--- config.mk ---
export PLATFORM = sky130hd
export DESIGN_NAME = gpmc_csr_bank_flat
export DESIGN_NICKNAME = d
export VERILOG_FILES = /design/src/rtl/gpmc_csr_pkg.sv /design/src/rtl/gpmc_csr_bank_if.sv /design/src/rtl/sat_event_counter.sv /design/src/rtl/gpmc_csr_bank.sv /design/src/flat_wrapper.sv
export SDC_FILE = /design/constraint.sdc
export NUM_CORES = 1
export LEC_CHECK = 0
export ABC_AREA = 0
export CELL_PAD_IN_SITES_DETAIL_PLACEMENT = 0
export CELL_PAD_IN_SITES_GLOBAL_PLACEMENT = 2
export CORE_ASPECT_RATIO = 1.5
export CORE_MARGIN = 2
export CORE_UTILIZATION = 33
export CTS_CLUSTER_DIAMETER = 40
export DETAILED_ROUTE_END_ITERATION = 12
export PLACE_DENSITY = 0.78
export SYNTH_ARGS = -nofsm -noshare
export SYNTH_HDL_FRONTEND = slang
export SYNTH_HIERARCHICAL = 1
export SYNTH_SLANG_ARGS = --single-unit
--- constraint.sdc ---
create_clock -name clk -period 4.2 [get_ports clk]
set_input_delay 0.84 -clock clk [delete_from_list [all_inputs] [get_ports clk]]
set_output_delay 0.84 -clock clk [all_outputs]
set_load 0.05 [all_outputs]
--- src/rtl/gpmc_csr_pkg.sv ---
// gpmc_csr_pkg: register index map shared by the GPMC CSR bank and its bench.
package gpmc_csr_pkg;

    localparam int IDX_ID      = 0;
    localparam int IDX_SCRATCH = 1;
    localparam int IDX_STICKY  = 2;
    localparam int IDX_MASK    = 3;
    localparam int IDX_PULSE   = 4;

    function automatic int idx_ctrl0();
        return 5;
    endfunction

    function automatic int idx_status0(input int n_ctrl);
        return idx_ctrl0() + n_ctrl;
    endfunction

    function automatic int idx_cnt0(input int n_ctrl, input int n_status);
        return idx_status0(n_ctrl) + n_status;
    endfunction

    function automatic int nregs(input int n_ctrl, input int n_status, input int n_events);
        return idx_cnt0(n_ctrl, n_status) + n_events;
    endfunction

endpackage

--- src/rtl/gpmc_csr_bank_if.sv ---
// gpmc_csr_bank_if: GPMC host-side register access bus.
interface gpmc_csr_bank_if #(
    parameter int ADDR_WIDTH = 16,
    parameter int DATA_WIDTH = 16
);
    logic                  address_valid;
    logic [ADDR_WIDTH-1:0] address;
    logic                  wr_en;
    logic [DATA_WIDTH-1:0] wr_data;
    logic [DATA_WIDTH-1:0] rd_data;
    logic                  hit;

    modport master(output address_valid, address, wr_en, wr_data, input rd_data, hit);
    modport slave(input address_valid, address, wr_en, wr_data, output rd_data, hit);
endinterface

--- src/rtl/sat_event_counter.sv ---
// sat_event_counter: saturating event counter; a clear in the same cycle as an event yields 1.
module sat_event_counter #(
    parameter int CNT_WIDTH = 16
) (
    input  logic                 clk,
    input  logic                 reset,
    input  logic                 inc,
    input  logic                 clr,
    output logic [CNT_WIDTH-1:0] count
);
    always_ff @(posedge clk) begin
        if (reset) count <= '0;
        else if (clr) count <= CNT_WIDTH'(inc);
        else if (inc && !(&count)) count <= count + 1'b1;
    end
endmodule

--- src/rtl/gpmc_csr_bank.sv ---
// gpmc_csr_bank: generic CSR bank (ID, scratch, sticky/mask irq, pulses, ctrl, status, counters).
module gpmc_csr_bank
    import gpmc_csr_pkg::*;
#(
    parameter int                    ADDR_WIDTH   = 16,
    parameter int                    DATA_WIDTH   = 16,
    parameter logic [ADDR_WIDTH-1:0] BASE_ADDR    = 'h0040,
    parameter logic [DATA_WIDTH-1:0] ID_VALUE     = 'hC10D,
    parameter logic [DATA_WIDTH-1:0] SCRATCH_INIT = 'h1234,
    parameter int                    N_CTRL       = 4,
    parameter int                    N_STATUS     = 4,
    parameter int                    N_EVENTS     = 8,
    parameter int                    CNT_WIDTH    = 16
) (
    input  logic                           clk,
    input  logic                           reset,
    gpmc_csr_bank_if.slave                 bus,
    input  logic [N_EVENTS-1:0]            events_in,
    input  logic [N_STATUS*DATA_WIDTH-1:0] status_in,
    output logic [N_CTRL*DATA_WIDTH-1:0]   ctrl_out,
    output logic [DATA_WIDTH-1:0]          pulse_out,
    output logic                           irq
);
    localparam int NR = nregs(N_CTRL, N_STATUS, N_EVENTS);
    localparam int C0 = idx_ctrl0();
    localparam int S0 = idx_status0(N_CTRL);
    localparam int K0 = idx_cnt0(N_CTRL, N_STATUS);

    logic [ADDR_WIDTH-2:0]                 idx;
    int unsigned                           ri;
    logic                                  in_range, we, rd_hit;
    logic [DATA_WIDTH-1:0]                 scratch, rdat;
    logic [N_EVENTS-1:0]                   sticky, mask;
    logic [N_CTRL-1:0][DATA_WIDTH-1:0]     ctrl;
    logic [N_EVENTS-1:0][CNT_WIDTH-1:0]    cnt;

    // Halfword index; address[0] only matters for the lower-bound compare.
    assign idx      = bus.address[ADDR_WIDTH-1:1] - BASE_ADDR[ADDR_WIDTH-1:1];
    assign ri       = 32'(idx);
    assign in_range = (bus.address >= BASE_ADDR) && (ri < NR);
    assign we       = bus.wr_en && in_range;
    assign rd_hit   = bus.address_valid && in_range;
    assign ctrl_out = ctrl;

    for (genvar g = 0; g < N_EVENTS; g++) begin : g_cnt
        sat_event_counter #(.CNT_WIDTH(CNT_WIDTH)) u_cnt (
            .clk  (clk),
            .reset(reset),
            .inc  (events_in[g]),
            .clr  (we && ri == K0 + g),
            .count(cnt[g])
        );
    end

    always_comb begin
        rdat = '0;
        if (ri == IDX_ID) rdat = ID_VALUE;
        if (ri == IDX_SCRATCH) rdat = scratch;
        if (ri == IDX_STICKY) rdat = DATA_WIDTH'(sticky);
        if (ri == IDX_MASK) rdat = DATA_WIDTH'(mask);
        for (int i = 0; i < N_CTRL; i++) if (ri == C0 + i) rdat = ctrl[i];
        for (int i = 0; i < N_STATUS; i++) if (ri == S0 + i) rdat = status_in[i*DATA_WIDTH +: DATA_WIDTH];
        for (int i = 0; i < N_EVENTS; i++) if (ri == K0 + i) rdat = DATA_WIDTH'(cnt[i]);
    end

    always_ff @(posedge clk) begin
        if (reset) begin
            bus.rd_data <= '0;
            bus.hit     <= 1'b0;
            pulse_out   <= '0;
            irq         <= 1'b0;
            scratch     <= SCRATCH_INIT;
            sticky      <= '0;
            mask        <= '0;
            ctrl        <= '0;
        end else begin
            bus.rd_data <= rd_hit ? rdat : '0;
            bus.hit     <= rd_hit;
            pulse_out   <= (we && ri == IDX_PULSE) ? bus.wr_data : '0;
            irq         <= |(sticky & mask);
            if (we && ri == IDX_SCRATCH) scratch <= bus.wr_data;
            if (we && ri == IDX_MASK) mask <= bus.wr_data[N_EVENTS-1:0];
            // Set wins over a simultaneous write-1-to-clear.
            sticky <= (sticky & ~((we && ri == IDX_STICKY) ? bus.wr_data[N_EVENTS-1:0] : '0)) | events_in;
            for (int i = 0; i < N_CTRL; i++) if (we && ri == C0 + i) ctrl[i] <= bus.wr_data;
        end
    end
endmodule

--- src/flat_wrapper.sv ---
// flat-port wrapper written by rule: the top's interface ports become plain ports
module gpmc_csr_bank_flat import gpmc_csr_pkg::*;
#(
    parameter int                    ADDR_WIDTH   = 16,
    parameter int                    DATA_WIDTH   = 16,
    parameter logic [ADDR_WIDTH-1:0] BASE_ADDR    = 'h0040,
    parameter logic [DATA_WIDTH-1:0] ID_VALUE     = 'hC10D,
    parameter logic [DATA_WIDTH-1:0] SCRATCH_INIT = 'h1234,
    parameter int                    N_CTRL       = 4,
    parameter int                    N_STATUS     = 4,
    parameter int                    N_EVENTS     = 8,
    parameter int                    CNT_WIDTH    = 16
)
  (clk, reset, events_in, status_in, ctrl_out, pulse_out, irq, bus_address_valid, bus_address, bus_wr_en, bus_wr_data, bus_rd_data, bus_hit);
  gpmc_csr_bank_if #(.ADDR_WIDTH(ADDR_WIDTH), .DATA_WIDTH(DATA_WIDTH)) bus_i ();
  input  logic clk;
  input  logic reset;
  input  logic [N_EVENTS-1:0] events_in;
  input  logic [N_STATUS*DATA_WIDTH-1:0] status_in;
  output logic [N_CTRL*DATA_WIDTH-1:0] ctrl_out;
  output logic [DATA_WIDTH-1:0] pulse_out;
  output logic irq;
  input wire logic [$bits(bus_i.address_valid)-1:0] bus_address_valid;
  input wire logic [$bits(bus_i.address)-1:0] bus_address;
  input wire logic [$bits(bus_i.wr_en)-1:0] bus_wr_en;
  input wire logic [$bits(bus_i.wr_data)-1:0] bus_wr_data;
  output wire logic [$bits(bus_i.rd_data)-1:0] bus_rd_data;
  output wire logic [$bits(bus_i.hit)-1:0] bus_hit;
  assign bus_i.address_valid = bus_address_valid;
  assign bus_i.address = bus_address;
  assign bus_i.wr_en = bus_wr_en;
  assign bus_i.wr_data = bus_wr_data;
  assign bus_rd_data = bus_i.rd_data;
  assign bus_hit = bus_i.hit;
  gpmc_csr_bank #(.ADDR_WIDTH(ADDR_WIDTH), .DATA_WIDTH(DATA_WIDTH), .BASE_ADDR(BASE_ADDR), .ID_VALUE(ID_VALUE), .SCRATCH_INIT(SCRATCH_INIT), .N_CTRL(N_CTRL), .N_STATUS(N_STATUS), .N_EVENTS(N_EVENTS), .CNT_WIDTH(CNT_WIDTH)) u_core (.clk(clk), .reset(reset), .bus(bus_i), .events_in(events_in), .status_in(status_in), .ctrl_out(ctrl_out), .pulse_out(pulse_out), .irq(irq));
endmodule
* Yosys cells after proc, flatten, opt, wreduce, memory -nomap -nowiden
Index checks and enable logic that the tools add are counted.
Operators by class: add/subtract/negate cells 9, multiply operators 0, div/mod/pow operators 0, order comparisons 2, equality and inequality tests 20, shift-type cells 0, mux-type cells 37, bitwise operators 6, reductions and logical operators 63
Operator list (count):
- 16-bit 2-to-1 mux | 20
- 16-bit by 1-bit adder with 16-bit output, second input constant | 8
- 16-bit AND reduction | 8
- 15-bit by 4-bit equality test with 1-bit output, second input constant | 8
- 15-bit by 5-bit equality test with 1-bit output, second input constant | 5
- 15-bit by 3-bit equality test with 1-bit output, second input constant | 4
- 32-bit logical NOT | 1
- 15-bit by 2-bit equality test with 1-bit output, second input constant | 2
- 1-bit logical AND | 27
- 2-bit OR reduction | 10
- 8-bit bitwise AND | 2
- 16-bit by 7-bit greater-or-equal comparator with 1-bit output, second input constant | 1
- 1-bit 2-to-1 mux | 16
- 2-bit nonzero test | 8
- 15-bit by 1-bit equality test with 1-bit output, second input constant | 1
- 15-bit by 5-bit < comparator with 1-bit output, second input constant | 1
- 15-bit by 6-bit subtractor with 15-bit output, second input constant | 1
- 1-bit logical NOT | 8
- 8-bit 2-to-1 mux | 1
- 8-bit NOT | 1
- 8-bit OR | 1
- 8-bit OR reduction | 1
- 1-bit NOT | 2
Word-level totals: bits in registers 258, latch bits 0, RAM bits 0, memory bits (read-only) 0, input port bits 108, output and inout port bits 98, logic and storage cells 164, memories 0

* Depth between registers and ports, before layout
depth in word-level cells 22, gate-level depth with buffers 14, mapped depth without buffers 12

* Hierarchy
The synthesis kept the hierarchy.
By module, submodules not included:
- gpmc_csr_bank | times used 1, cells an instance 963, area an instance 7692.4 um2, seq. area each 2602.5 um2
- sat_event_counter | times used 8, cells an instance 104, area an instance 885.8 um2, seq. area each 320.3 um2

* Worst setup path after synthesis
OpenSTA, ideal clock, no wires.
kind input to register, start point input bus_address[7], end point register u_core.g_cnt[0].u_cnt.count[6], library setup time 0.134 ns, data arrival time 3.821 ns, required time 4.066 ns, setup slack 0.245 ns, stages 13, path buffers 4, path through inv_1 > ha_1 > or4b_4 > o21ai_2 > or4b_1 > buf_6 > a21o_4 > buf_6 > buf_2 > nor4_1 > or2_2 > clkbuf_1 > a211oi_1
Between the ends: cells in the longest elaborated chain, start to end 6, elaborated cells between the ends (all ways) 8, classes of those cells add/sub: 1; order compare: 2; eq/ne: 1; reduce/logical: 4
Ends and longest elaborated chain:
- from (decl) | line flat_wrapper.sv:24 | input wire logic [$bits(bus_i.address)-1:0] bus_address;
- 15-bit by 6-bit subtractor with 15-bit output | line gpmc_csr_bank.sv:38 | assign idx = bus.address[ADDR_WIDTH-1:1] - BASE_ADDR[ADDR_WIDTH-1:1];
- 15-bit by 5-bit < comparator with 1-bit output | line gpmc_csr_bank.sv:40 | assign in_range = (bus.address >= BASE_ADDR) && (ri < NR);
- 1-bit logical AND | line gpmc_csr_bank.sv:40
- 1-bit logical AND | line gpmc_csr_bank.sv:41 | assign we = bus.wr_en && in_range;
- 1-bit logical AND * | line gpmc_csr_bank.sv:50 | .clr (we && ri == K0 + g),
- 2-bit OR reduction (no line) *
- to (signal assigned) | line sat_event_counter.sv:13 | else if (clr) count <= CNT_WIDTH'(inc);
- to (signal assigned) | line sat_event_counter.sv:14 | else if (inc && !(&count)) count <= count + 1'b1;
- to (decl) | line sat_event_counter.sv:9 | output logic [CNT_WIDTH-1:0] count
Mark *: on every way between the ends. The rest lies on a longest branch, timed or not. A chain may end at the register's enable or synchronous reset.

* Worst setup path in the final report
start point input bus_address[6], end point register u_core.bus.rd_data[11]
Between the ends: cells in the longest elaborated chain, start to end 21, elaborated cells between the ends (all ways) 45, classes of those cells add/sub: 1; order compare: 2; eq/ne: 19; mux: 19; bitwise: 1; reduce/logical: 3
Ends and longest elaborated chain:
- 15-bit by 6-bit subtractor with 15-bit output | line gpmc_csr_bank.sv:38
- 15-bit by 1-bit equality test with 1-bit output | line gpmc_csr_bank.sv:58 | if (ri == IDX_SCRATCH) rdat = scratch;
- 16-bit 2-to-1 mux | line gpmc_csr_bank.sv:58
- 16-bit 2-to-1 mux | line gpmc_csr_bank.sv:59 | if (ri == IDX_STICKY) rdat = DATA_WIDTH'(sticky);
- 16-bit 2-to-1 mux | line gpmc_csr_bank.sv:60 | if (ri == IDX_MASK) rdat = DATA_WIDTH'(mask);
- 16-bit 2-to-1 mux (4 in series) | line gpmc_csr_bank.sv:61 | for (int i = 0; i < N_CTRL; i++) if (ri == C0 + i) rdat = ctrl[i];
- 16-bit 2-to-1 mux (4 in series) | line gpmc_csr_bank.sv:62 | for (int i = 0; i < N_STATUS; i++) if (ri == S0 + i) rdat = status_in[i*DATA_WIDTH +: DATA_WIDTH];
- 16-bit 2-to-1 mux (8 in series) | line gpmc_csr_bank.sv:63 | for (int i = 0; i < N_EVENTS; i++) if (ri == K0 + i) rdat = DATA_WIDTH'(cnt[i]);
- to (signal assigned) | line gpmc_csr_bank.sv:77 | bus.rd_data <= rd_hit ? rdat : '0;
- to (decl) | line gpmc_csr_bank_if.sv:14 | modport slave(input address_valid, address, wr_en, wr_data, output rd_data, hit);
Several ways; a longest one is shown, not always the timed one.

==> flow_summary_export.csv <==
group,metric,value,unit
global_routing,grt_usage,0.285,
place,gp_congestion,0.938,
routing,vias_per_cell,6.04,
critical_path,crit_buf_inv,4,
timing,fmax,0.256,GHz
routing,drc,0,
timing,worst_slack,0.292,ns
clocking,numCtsBuffers,44,
routing,wl_per_cell,25.4,um
timing,slew_headroom,0.393,
synthesis,synth_top_family_by_area,"compound AO/OA/AOI/OAI gates",
timing,fin_crit_sh,0.930,
finish,final_common_cell,"dfxtp_1",
synthesis,synthesis.nets,1914,
floorplan,die_x,177,um
synthesis,synthFlopType,"dfxtp_1",
floorplan,die_h,263,um
power,vdd_drop_max,0.319,mV
routing,drtAntennaViolNets,0,
critical_path,worst-endpoint-arrival,4.35,ns
finish,drive_above_1_share,0.135,
synthesis,synth.area.mux_share,0.0676,
synthesis,ys_seq_area_frac,0.349,
finish,mostFrequentLayoutCells,"dfxtp_1 (258), clkdlybuf4s50_1 (202), a21oi_1 (194), nand2_1 (192), nor2_1 (148)",
synthesis,synth_fa_ha_area_frac,0.00931,
critical_path,critPathMaxFanout,7,
clocking,clkLatencyLatePin,0.56,ns
timing,fin_skew,0.0199,ns
critical_path,crit_path_start_kind,"input pin",
routing,wl,67900,um
synthesis,avgSynthCellArea,8.23,um^2
clocking,cts_buffer_depth,3,
critical_path,path_class,"in2reg",
place,dpl.hpwl,52400,um
outcome,status,"completed",
synthesis,yosys.cell_types.count,93,
synthesis,synth_compound_area_frac,0.275,
critical_path,cp_data_required_time,4.65,ns
critical_path,crit_slowest_cell,"o41ai_1",
synthesis,synthSimpleGateAreaFrac,0.257,
critical_path,worst_path_largest_cell_delay,0.65,ns
place,io_buffers,205,
timing,maxSlewViolCount,0,
global_routing,antenna_found_initial,2,
hold_path,hp-class,"reg2reg",
clocking,hold_buffers,0,
clocking,cts_tree,"built",
place,dp_slack,-0.164,ns
timing,worst_pin_slew,0.902,ns
synthesis,synth_xor_xnor_area_share,0.00119,
floorplan,rows,95,
synthesis,syn_inst,1795,
timing,hold_violations,0,
routing,drt-initial-drc-count,1430,
power,p_leak,6.92,nW
timing,rsz0062_at_grt,"no",
synthesis,ys_ff_latch,258,
floorplan,start_util,0.332,
synthesis,yosys_warnings,6,
global_routing,overflow,0,
timing,fin_hold_ws,0.467,ns
routing,first_pass_iters,8,
global_routing,grt_pass1_vias,15900,
clocking,cts_setup_buffers,0,
global_routing,grt_max_degree,86,
clocking,cts_resized,0,
clocking,cts.sinks,258,
timing,finalSetupViolCount,0,
clocking,clockRootBuffer,"clkbuf_16",
critical_path,cpMostUsedCell,"buf_4",
synthesis,synth_edf_count,0,
finish,final_cells,2671,
place,dp.cells,2591,
floorplan,io_pins,206,
critical_path,crit_family,"compound AO/OA/AOI/OAI gates",
floorplan,design.die.area,46500,um^2
finish,fin_nets,2174,
critical_path,end_kind,"register",
timing,period_needed,3.91,ns
global_routing,grt_pass1_wl,101000,um
floorplan,core_area,44500,um^2
synthesis,async_flop_share,0,
flow_run,maxCapViolCount,0,
power,powerDensity,346,nW/um^2
routing,num_vias,16100,
clocking,htree_levels,2,
synthesis,syn_area,14800,um^2
clocking,clk_pin_slew,0.06,ns
finish,diodes,0,
finish,syn_to_final_growth,32.7,%
critical_path,worstPathCellList,"clkdlybuf4s50_1, buf_4, or3_1, o41ai_1, buf_4, nand3_1, a2111oi_2, buf_4, and2_1, o221ai_1, o22ai_1",
worst reg2reg max path, stage by stage (launching register included):
cell	delay, ns
dfxtp_1	0.32
mux2_2	0.27
a221oi_1	0.35
o311ai_0	0.16
a222oi_1	0.63
buf_4	0.22
o21ai_0	0.10
o211ai_1	0.15
a311oi_1	0.16
worst paths after layout:
path / startpoint / endpoint / slack, ns / cells after the start
worst min-delay path: u_core/scratch[5]$_SDFFE_PP1P_ / u_core/scratch[5]$_SDFFE_PP1P_ / 0.47 / 1
worst max-delay path: bus_address[6] / u_core/bus.rd_data[11]$_SDFF_PP0_ / 0.29 / 11
worst max register to register: u_core/mask[6]$_SDFFE_PP0P_ / u_core/bus.rd_data[6]$_SDFF_PP0_ / 1.68 / 8
worst min register to register: u_core/scratch[5]$_SDFFE_PP1P_ / u_core/scratch[5]$_SDFFE_PP1P_ / 0.47 / 1
logic make-up after synthesis:
kind of cell	Yosys count
and+or+nand+nor	723
DFF	258
xor gates and xnor gates	2
muxes	92
buffers and inverters	140
AOI/OAI and AO/OA	569
adders and majority gates	11
metal layers:
metal | wire length (um) | global-route usage | share of wire
met5 | 13 | 0 | 0.00019
met4 | 3770 | 0.150 | 0.056
met3 | 4080 | 0.0462 | 0.060
met1 | 24400 | 0.305 | 0.36
met2 | 35600 | 0.527 | 0.52
cells in the mapped netlist (13+ instances only):
cell type | number | area [um^2]
inv_1 | 35 | 131
and3_1 | 14 | 87.6
nand2b_1 | 14 | 87.6
o21a_1 | 27 | 203
a22oi_1 | 26 | 195
dfxtp_1 | 258 | 5160
nand2_1 | 192 | 721
nand3_2 | 16 | 160
o21ai_0 | 58 | 290
a31oi_1 | 22 | 138
or3_1 | 35 | 219
a221oi_1 | 13 | 114
mux2i_1 | 75 | 751
buf_2 | 21 | 105
nand3_1 | 70 | 350
clkbuf_1 | 63 | 236
nor3_1 | 20 | 100
nor4_1 | 14 | 87.6
a21oi_1 | 194 | 971
and2_1 | 20 | 125
nor2_1 | 148 | 556
o22ai_1 | 13 | 81.3
nor2b_1 | 13 | 81.3
nand4_1 | 62 | 388
or4_1 | 25 | 188
o31ai_1 | 41 | 308
state kept, by name, summed over array words and instances (netlist names):
register and cells:
u_core/irq 1, u_core/g_cnt.u_cnt/count 128, u_core/bus.hit 1, u_core/scratch 16, u_core/pulse_out 16, u_core/ctrl_out 64
u_core/sticky 8, u_core/bus.rd_data 16, u_core/mask 8
cell type report:
| cell class | instances | area (um^2) |
|---|---|---|
| Clock buffer | 55 | 1210 |
| Clock inverter | 25 | 300 |
| Fill cell | 4529 | 24800 |
| Inverter | 37 | 139 |
| Multi-Input combinational cell | 1397 | 9020 |
| Sequential cell | 258 | 5160 |
| Tap cell | 582 | 728 |
| Timing Repair Buffer | 317 | 3040 |
where the power goes:
group          switching [mW]  leakage [nW]  internal [mW]  total (mW)
Sequential             0.0310          2.08           2.47        2.50
Combinational           0.348          4.10          0.238       0.586
Clock                    1.38         0.735           2.33        3.71
Total                    1.76          6.92           5.03        6.79
stage by stage:
step           total power, mW  utilization  TNS, ns  cell area [um^2]
2_1_floorplan             2.79            -        0             14800
3_3_place_gp              3.12        0.407    -1.03             18100
3_5_place_dp              3.12        0.407   -0.967             18100
4_1_cts                   6.85        0.441        0             19600
5_1_grt                   7.01        0.441        0             19600
6_report                  6.79        0.441        0             19600
Power figures use the tool's default switching activity.
